--- config.mk ---
export PLATFORM = sky130hd
export DESIGN_NAME = vga_textmap_ctrl
export DESIGN_NICKNAME = d
export VERILOG_FILES = /design/src/rtl/vga_textmap_ctrl.sv
export SDC_FILE = /design/constraint.sdc
export NUM_CORES = 1
export LEC_CHECK = 0
export CORE_MARGIN = 2
export CORE_UTILIZATION = 40
export DETAILED_ROUTE_END_ITERATION = 16
export GPL_TIMING_DRIVEN = 0
export PLACE_DENSITY = 0.75
export SYNTH_ARGS = -nofsm -noshare
export SYNTH_HDL_FRONTEND = slang
export SYNTH_SLANG_ARGS = --single-unit
--- constraint.sdc ---
create_clock -name clk -period 1.9 [get_ports clk]
set_input_delay 0.475 -clock clk [delete_from_list [all_inputs] [get_ports clk]]
set_output_delay 0.475 -clock clk [all_outputs]
set_load 0.02 [all_outputs]
--- src/rtl/vga_textmap_ctrl.sv ---
// Port-A sequencer/arbiter for the text-mode char and colour maps: whole-screen CLEAR,
// one-row SCROLL-UP and single-cycle bus accesses. Optional macro: VGA_TEXTMAP_SCROLL_EN.
module vga_textmap_ctrl #(
    parameter int COLS = 80,
    parameter int ROWS = 30,
    parameter int AW   = $clog2(COLS * ROWS)
) (
    input  logic          clk,
    input  logic          rst_n,
    input  logic          cmd_valid_i,
    output logic          cmd_ready_o,
    input  logic [1:0]    cmd_op_i,
    input  logic [7:0]    cmd_char_i,
    input  logic [7:0]    cmd_color_i,
    output logic          busy_o,
    output logic          done_o,
    output logic          cmd_err_o,
    input  logic          bus_req_i,
    input  logic          bus_we_i,
    input  logic          bus_sel_i,
    input  logic [AW-1:0] bus_addr_i,
    input  logic [7:0]    bus_wdata_i,
    output logic          bus_gnt_o,
    output logic          bus_rvalid_o,
    output logic [7:0]    bus_rdata_o,
    output logic [AW-1:0] ch_map_addr_o,
    output logic [AW-1:0] col_map_addr_o,
    output logic          ch_map_wen_o,
    output logic          col_map_wen_o,
    output logic [7:0]    ch_map_data_o,
    output logic [7:0]    col_map_data_o,
    input  logic [7:0]    ch_map_data_i,
    input  logic [7:0]    col_map_data_i
);

    localparam int N = COLS * ROWS;
    localparam logic [AW-1:0] LAST_A = AW'(N - 1);
`ifdef VGA_TEXTMAP_SCROLL_EN
    localparam logic [AW-1:0] COLS_A    = AW'(COLS);
    localparam logic [AW-1:0] SC_LAST_A = AW'(N - COLS - 1);
    localparam logic [AW-1:0] FILL_A    = AW'(N - COLS);
`endif

    typedef enum logic [2:0] {
        IDLE  = 3'd0,
        CLR   = 3'd1,
        DONE  = 3'd2
`ifdef VGA_TEXTMAP_SCROLL_EN
        ,
        SC_RD   = 3'd3,
        SC_WR   = 3'd4,
        SC_FILL = 3'd5
`endif
    } state_t;

    state_t        state_q, state_d;
    logic [AW-1:0] cnt_q, cnt_d;
    logic [7:0]    fill_ch_q, fill_ch_d;
    logic [7:0]    fill_col_q, fill_col_d;
    logic          bus_turn_q, bus_turn_d;
    logic          rvalid_q, rvalid_d;
    logic          rsel_q, rsel_d;
    logic [AW-1:0] ch_addr_q, ch_addr_d;
    logic [AW-1:0] col_addr_q, col_addr_d;
    logic          gnt;
    logic          accept;

    always_ff @(posedge clk or negedge rst_n) begin
        if (!rst_n) begin
            state_q    <= IDLE;
            cnt_q      <= '0;
            fill_ch_q  <= '0;
            fill_col_q <= '0;
            bus_turn_q <= 1'b0;
            rvalid_q   <= 1'b0;
            rsel_q     <= 1'b0;
            ch_addr_q  <= '0;
            col_addr_q <= '0;
        end else begin
            state_q    <= state_d;
            cnt_q      <= cnt_d;
            fill_ch_q  <= fill_ch_d;
            fill_col_q <= fill_col_d;
            bus_turn_q <= bus_turn_d;
            rvalid_q   <= rvalid_d;
            rsel_q     <= rsel_d;
            ch_addr_q  <= ch_addr_d;
            col_addr_q <= col_addr_d;
        end
    end

    always_comb begin
        state_d        = state_q;
        cnt_d          = cnt_q;
        fill_ch_d      = fill_ch_q;
        fill_col_d     = fill_col_q;
        ch_addr_d      = ch_addr_q;
        col_addr_d     = col_addr_q;
        ch_map_wen_o   = 1'b0;
        col_map_wen_o  = 1'b0;
        ch_map_data_o  = '0;
        col_map_data_o = '0;
        cmd_err_o      = 1'b0;
        accept         = 1'b0;

        // The bus may take an engine issue slot only if it did not take the previous one.
        case (state_q)
            IDLE:    gnt = bus_req_i;
            CLR:     gnt = bus_req_i & ~bus_turn_q;
`ifdef VGA_TEXTMAP_SCROLL_EN
            SC_RD:   gnt = bus_req_i & ~bus_turn_q;
            SC_FILL: gnt = bus_req_i & ~bus_turn_q;
`endif
            default: gnt = 1'b0;
        endcase

        case (state_q)
            IDLE: begin
                if (cmd_valid_i) begin
                    case (cmd_op_i)
                        2'b00: begin
                            state_d = CLR;
                            accept  = 1'b1;
                        end
`ifdef VGA_TEXTMAP_SCROLL_EN
                        2'b01: begin
                            state_d = SC_RD;
                            accept  = 1'b1;
                        end
`endif
                        default: cmd_err_o = 1'b1;
                    endcase
                end
                if (accept) begin
                    fill_ch_d  = cmd_char_i;
                    fill_col_d = cmd_color_i;
                    cnt_d      = '0;
                end
            end
            CLR: begin
                if (!gnt) begin
                    ch_map_wen_o   = 1'b1;
                    col_map_wen_o  = 1'b1;
                    ch_addr_d      = cnt_q;
                    col_addr_d     = cnt_q;
                    ch_map_data_o  = fill_ch_q;
                    col_map_data_o = fill_col_q;
                    if (cnt_q == LAST_A) begin
                        cnt_d   = '0;
                        state_d = DONE;
                    end else begin
                        cnt_d = cnt_q + AW'(1);
                    end
                end
            end
`ifdef VGA_TEXTMAP_SCROLL_EN
            SC_RD: begin
                if (!gnt) begin
                    ch_addr_d  = cnt_q + COLS_A;
                    col_addr_d = cnt_q + COLS_A;
                    state_d    = SC_WR;
                end
            end
            // Read data from the SC_RD cycle arrives now and is written one row up.
            SC_WR: begin
                ch_map_wen_o   = 1'b1;
                col_map_wen_o  = 1'b1;
                ch_addr_d      = cnt_q;
                col_addr_d     = cnt_q;
                ch_map_data_o  = ch_map_data_i;
                col_map_data_o = col_map_data_i;
                if (cnt_q == SC_LAST_A) begin
                    cnt_d   = FILL_A;
                    state_d = SC_FILL;
                end else begin
                    cnt_d   = cnt_q + AW'(1);
                    state_d = SC_RD;
                end
            end
            SC_FILL: begin
                if (!gnt) begin
                    ch_map_wen_o   = 1'b1;
                    col_map_wen_o  = 1'b1;
                    ch_addr_d      = cnt_q;
                    col_addr_d     = cnt_q;
                    ch_map_data_o  = fill_ch_q;
                    col_map_data_o = fill_col_q;
                    if (cnt_q == LAST_A) begin
                        cnt_d   = '0;
                        state_d = DONE;
                    end else begin
                        cnt_d = cnt_q + AW'(1);
                    end
                end
            end
`endif
            DONE:    state_d = IDLE;
            default: state_d = IDLE;
        endcase

        if (gnt) begin
            if (bus_sel_i) begin
                col_addr_d     = bus_addr_i;
                col_map_wen_o  = bus_we_i;
                col_map_data_o = bus_wdata_i;
            end else begin
                ch_addr_d     = bus_addr_i;
                ch_map_wen_o  = bus_we_i;
                ch_map_data_o = bus_wdata_i;
            end
        end
        bus_turn_d = gnt;
        rvalid_d   = gnt & ~bus_we_i;
        rsel_d     = gnt ? bus_sel_i : rsel_q;
    end

    assign ch_map_addr_o  = ch_addr_d;
    assign col_map_addr_o = col_addr_d;
    assign bus_gnt_o      = gnt;
    assign cmd_ready_o    = (state_q == IDLE);
    assign busy_o         = (state_q != IDLE) && (state_q != DONE);
    assign done_o         = (state_q == DONE);
    assign bus_rvalid_o   = rvalid_q;
    assign bus_rdata_o    = rvalid_q ? (rsel_q ? col_map_data_i : ch_map_data_i) : 8'h00;

endmodule

==> key figures, run 1 <==
Run status
  • Status: finished with violations
  • Failing checks: setup timing

STA
  • Worst-Margin Slew: 526 ps
  • Max-slew violation count: 0
  • Hold_ws: 76.5 ps
  • Final setup skew: 10.4 ps
  • PnR worst setup slack: -507 ps
  • Final Hold Violating Endpoints: 0
  • RSZ-0062 raised after global routing: yes
  • Final setup viols: 56
  • Setup TNS: -19050 ps
  • Min Tclk post-route: ~2400 ps
  • Fmax: 415 MHz
  • Slew Limit Headroom: around 65%
  • Period Utilization, post-route: 127%

Worst setup path
  • Worst R2R Path Depth: 13
  • Max FO, Critical Path: 7
  • Crit path from: state_q[1]$_DFFE_PN0P_
  • Cell mode on critical path: buf_6
  • Worst Path Required: 1420 ps
  • R2r setup slk: -360 ps
  • Worst EP arrival: ~1900 ps
  • Crit Path Category: reg -> out
  • Slowest-stage cell, CP: dfrtp_2
  • Levels on crit path: 8
  • Reg2reg start: state_q[1]$_DFFE_PN0P_
  • Max incr delay on CP: 420 ps
  • Reg-to-reg endpoint: ch_addr_q[4]$_DFF_PN0_
  • Buf+Inv Stages, Crit Path: 4
  • Critical path launch point type: flip-flop
  • Crit. End Element: primary output
  • Ordered list of cells on the worst path: buf_6 > nand2b_4 > nor3b_4 > buf_6 > clkbuf_16 > nand2_1 > o21ai_2 > buf_6
  • CP delay by family, top: buffers and inverters

Cells and area
  • Antenna diodes: 0
  • Final nets: 545
  • P&R area growth vs syn: 95.7%
  • Final Instance Area: slightly below 0.006 mm^2
  • Post-Route Utilization: 80.3%
  • Share of cells above drive strength 1: between 50% and 60%

Pwr
  • Pwr/cell area: 841 mW/mm^2
  • Pleak: 2.67 nW
  • Worst VDD drop: 0.000399 V
  • Total power: ~0.0048 W

Synth
  • FFs w/ async S/R, synth: 100%
  • Most common flop cell mapped by yosys: dfrtp_1
  • Synth top area share: 48.4%
  • Main area contributors after synthesis: dfrtp_1, mux2i_1, mux2_2
  • Synth Area per Inst: 10.1 um^2
  • Post-synthesis sequential area ratio: 48.4%
  • Yosys warns: 0
  • Cell taking the most area after synthesis: dfrtp_1
  • Mapped Cells: approximately 290
  • EDFF count, synth: 0
  • Most instantiated cells after synthesis: dfrtp_1, nand2_1, nor2_1, mux2i_1, o21ai_0
  • Most instantiated library cell after synthesis: dfrtp_1
  • Library cells used by synthesis: 37
  • Synthesized Nets: 352
  • Synthesized flop and latch total: 57
  • Post-Syn Area: 0.00294 mm^2

Drt
  • Antenna-violating nets left: 0
  • WL/cell: 22.2 um
  • Drc violations: 0
  • WL final: about 13000 um
  • Initial DRC Count: around 240
  • Total number of vias: 3433
  • Vias per inst: 5.84
  • Pre-antenna DRT Iters: 4

Floorplanning
  • Die H: 89.8 um
  • Num rows: 31
  • DIE AREA: 0.00806 mm^2
  • Die W: 89.8 um
  • IO Count: 116
  • Initial core utilization: 41.0%
  • Core ar.: 0.00718 mm^2

Clocking
  • Clock Path Buffers: 2
  • Clock Latency Late Sink: roughly 350 ps
  • Clk slew on worst S/H paths: 70 ps
  • Root Buffer: clkbuf_8
  • Sink Count: 57
  • CTS tree: done
  • # H-tree levels: 3
  • TritonCTS buffer count: 9
  • Hold buffer count at cts: 0

GRT
  • Vias in the first global route: 3351
  • Gr usage total: 29.5%
  • GRT overflow: 0
  • Initial antenna violation count: 0
  • First-pass GRT wire length: about 19000 um
  • Pin count of the biggest net entering global routing: 40

Flow run
  • Max_cap viols: 0

Place
  • PortBufs: 115
  • GPL Wtd Cong: 0.768
  • Placed inst area: 0.00440 mm^2
  • Post-DP HPWL: 6700 um

Worst hold path
  • Worst Hold Class: in -> async
## state kept, by name, indices dropped and copies added, names as in the netlist
register / cells
rsel_q: 1
state_q: 2
ch_addr_q: 12
bus_turn_q: 1
col_addr_q: 12
cnt_q: 12
fill_col_q: 8
bus_rvalid_o: 1
fill_ch_q: 8
## metal layers
layer	vias up	track usage (%)	wire [um]
met2	210	49.0	6500
met4	0	12.8	441
met5	-	0	0
li1	1438	-	-
met1	1739	37.0	5240
met3	46	6.79	857
## cell families (layout without fill, tap and decap cells)
logic type	after synthesis	after routing	synth area share (%)
buffers and inverters	21	219	3.44
flip-flops	57	57	48.4
adder cells (fa/ha/maj)	1	1	0.425
AND/OR/NAND/NOR	110	110	19.1
multiplexers	37	37	13.3
AO/OA/AOI/OAI	65	65	15.3
## layout make-up
| type | count | area [um^2] |
|---|---|---|
| flip-flops and latches | 57 | 1430 |
| repair buffers | 184 | 1780 |
| inverters | 2 | 7.51 |
| multi-input cells | 213 | 2000 |
| plain buffers | 17 | 240 |
| fillers | 382 | 1410 |
| clock buffers | 13 | 159 |
| clock inverters | 3 | 15.0 |
| well taps | 99 | 124 |
## worst register-to-register path: cells and delay by family (launching register included)
family                 cells  cell delay (ps)
flip-flops                 1              420
buffers and inverters     10             1350
AND/OR/NAND/NOR            2              350
AO/OA/AOI/OAI              1               80
## layout by cell type, fill, tap and decap left out, drive strengths merged, types with 6 or more instances in the layout
cell / n
nor2: 21
nand3: 6
a31oi: 13
clkbuf: 26
nor2b: 13
mux2i: 20
buf: 126
o21ai: 19
dfrtp: 57
a21oi: 8
nand2: 46
mux2: 17
a22o: 18
clkdlybuf4s50: 56
## where the power goes
part           internal, W  switching [W]  total [W]
sequential         0.00145       0.000167    0.00162
clock             0.000540       0.000534    0.00107
combinational      0.00115        0.00101    0.00215
total              0.00314        0.00171    0.00485
## metrics by stage
| step | setup WS [ps] | std cells |
|---|---|---|
| floorplan | -72.1 | 291 |
| global placement | -1460 | 505 |
| detailed placement | -1400 | 506 |
| CTS | -416 | 567 |
| global route | -575 | 588 |
| finish | -507 | 588 |
## what timing repair did
action / CTS / global route
setup buffers: 43 / 26
resized for setup: 378 / 94
pin swaps: 26 / 30
cloned: 4 / 0
setup endpoints to repair: 62 / 75
## how the worst max path moves through the flow
stage	to	slack, ps
2_1_floorplan	ch_map_addr_o[5]	-70
3_3_place_gp	fill_col_q[2]$_DFFE_PN0P_	-1460
3_5_place_dp	col_map_addr_o[6]	-1400
4_1_cts	ch_map_addr_o[7]	-420
5_1_grt	ch_map_addr_o[5]	-580
6_report	ch_map_addr_o[1]	-510
(Power assumes the default switching activity.)
==> inputs of run 2 (changes only) <==
CAP_MARGIN = 20   (was unset)
==> results of run 2 <==
No change in the layout: final DEF, timing and power equal those of run 1.
==> inputs of run 3 (changes only) <==
GPL_TIMING_DRIVEN = unset   (was 0)
==> run 3 against run 2 <==
  * The run still ends with setup timing left
  * Critical path depth is 2 lower
  * Fmax grew 3.6%
  * Die area stayed put
  * Non-clock buffer count up 7
  * Clock-buffer cell count is 1 lower
  * Critical path type unchanged
==> key figures, run 3 (synthesis gave the netlist of run 1 again) <==
Floorplanning
  • Die W: 89.8 um
  • Core ar.: 0.00718 mm^2
  • Initial core utilization: 41.0%
  • Num rows: 31
  • DIE AREA: about 0.008 mm^2
  • IO Count: 116
  • Die H: 89.8 um

Cells and area
  • Final nets: 552
  • Antenna diodes: 0
  • Most frequent cells in the layout: buf_4, clkdlybuf4s50_1, dfrtp_1
  • Biggest regs: ch_addr_q (12), cnt_q (12), col_addr_q (12)
  • Filler cell count: 347
  • Final Instance Area: around 0.0058 mm^2
  • P&R area growth vs syn: 96.9%
  • Share of cells above drive strength 1: between 50% and 60%
  • Post-Route Utilization: 80.8%
  • Leading cell type in the layout, fill and taps excluded: buf_4
  • Non-Filler Instances: 594

GRT
  • Gr usage total: 26.7%
  • GRT overflow: 0
  • First-pass GRT wire length: 17100 um
  • Initial antenna violation count: 0
  • Vias in the first global route: 3305
  • Pin count of the biggest net entering global routing: 24

Worst hold path
  • Worst Hold Class: in -> async

Drt
  • Initial DRC Count: roughly 240
  • Vias per inst: 5.62
  • WL final: 12800 um
  • Antenna-violating nets left: 0
  • Pre-antenna DRT Iters: 4
  • Total number of vias: about 3300
  • WL/cell: around 22 um
  • Drc violations: 0

Place
  • Post-DP HPWL: 6650 um
  • Dpl cells: 534
  • PortBufs: 115
  • Placed inst area: 0.00476 mm^2
  • GPL Wtd Cong: 0.810
  • Place WS: -992 ps

Run status
  • Status: finished with violations
  • Failing checks: setup timing

Worst setup path
  • Crit Path Category: reg -> out
  • Ordered list of cells on the worst path: and2b_4 > and2_4 > buf_16 > buf_12 > a22o_1 > buf_6
  • Crit path from: state_q[1]$_DFFE_PN0P_
  • Reg2reg start: state_q[0]$_DFFE_PN0P_
  • Max FO, Critical Path: 11
  • Worst EP arrival: roughly 1900 ps
  • Worst Path Required: roughly 1400 ps
  • Critical path launch point type: flip-flop
  • Worst R2R Path Depth: 12
  • Crit. End Element: primary output
  • Max incr delay on CP: 410 ps
  • Slowest-stage cell, CP: dfrtp_1

Clocking
  • Clk slew on worst S/H paths: 70 ps
  • Clock Latency Late Sink: 340 ps
  • CTS tree: done
  • TritonCTS buffer count: 9
  • # H-tree levels: 3
  • Root Buffer: clkbuf_8
  • Sink Count: 57
  • Hold buffer count at cts: 0
  • Clock Path Buffers: 2

STA
  • Max-slew violation count: 0
  • Final Hold Violating Endpoints: 0
  • Slew Limit Headroom: 60.0%
  • Final setup viols: 50
  • Final setup skew: roughly 8.4 ps
  • Fmax: approximately 430 MHz
  • PnR worst setup slack: -424 ps
  • Period Utilization, post-route: 122%
  • RSZ-0062 raised after global routing: yes
  • Worst-Margin Slew: 597 ps
  • Hold_ws: 114 ps
  • Min Tclk post-route: between 2000 and 2500 ps

Pwr
  • Pwr/cell area: approximately 870 mW/mm^2
  • Pleak: around 2.6 nW
  • Worst VDD drop: about 0.00054 V

Flow run
  • Max_cap viols: 0
run 3: cell count changes in the layout (fill, tap and decap cells not counted), moves of 4 or more:
cell | previous run | this run
o21ai_2 | 8 | 4
buf_12 | 4 | 9
nor2_2 | 3 | 11
dfrtp_2 | 6 | 2
buf_4 | 59 | 72
o21ai_0 | 2 | 6
nand2_4 | 11 | 6
nand2_2 | 7 | 12
nor2_1 | 17 | 10
dfrtp_1 | 51 | 55
clkbuf_8 | 15 | 11
run 3: area by class of cell:
class / count / area [um^2] / area share, %
clock inverters: 3 / 40.0 / 0.691
flip-flops and latches: 57 / 1430 / 24.6
repair buffers: 208 / 2070 / 35.8
clock buffers: 12 / 155 / 2.68
inverters: 2 / 7.51 / 0.130
well taps: 99 / 124 / 2.14
multi-input cells: 213 / 1970 / 34.0
run 3: worst paths after layout:
kind / end / slack (ps)
worst max register to register: ch_addr_q[0]$_DFF_PN0_ / -360
min in group clk: fill_ch_q[7]$_DFFE_PN0P_ / 510
max in group asynchronous: rsel_q$_DFFE_PN0P_ / 1240
worst min register to register: fill_ch_q[7]$_DFFE_PN0P_ / 510
worst min-delay path: ch_addr_q[1]$_DFF_PN0_ / 110
worst max-delay path: ch_map_data_o[1] / -420
run 3: what timing repair did:
action                                 4_1_cts  5_1_grt
gates cloned                                 3        1
buffers inserted                            27       16
pin swaps                                   29       18
resized for setup                          345       70
endpoints found under the hold margin        0        0
setup endpoints to repair                   59       64
run 3: worst max-delay path: cells and delay by family (launching register included):
kind / cells / cell delay [ps]
AOI/OAI and AO/OA: 1 / 190
and+or+nand+nor: 2 / 500
buffers and inverters: 3 / 420
DFF: 1 / 410
run 3: power by group:
group	internal, W	leakage (nW)	switching (W)
registers	0.00145	0.708	0.000156
logic	0.00122	1.81	0.00103
clock network	0.000666	0.102	0.000504
total	0.00334	2.63	0.00169
run 3: per-layer routing:
metal  track usage [%]  vias up  part of all wire (%)
met3              7.12       48                   5.9
li1                  -     1447                     -
met4              10.1        0                   4.8
met2              45.5      181                    51
met1              32.4     1660                    38
met5                 0        -                     0
run 3: through the flow:
stage / TNS, ps / power [W]
floorplan: -686 / 0.00240
global placement: -42900 / 0.00318
detailed placement: -45720 / 0.00322
CTS: -13510 / 0.00466
global route: -18740 / 0.00520
finish: -15730 / 0.00503
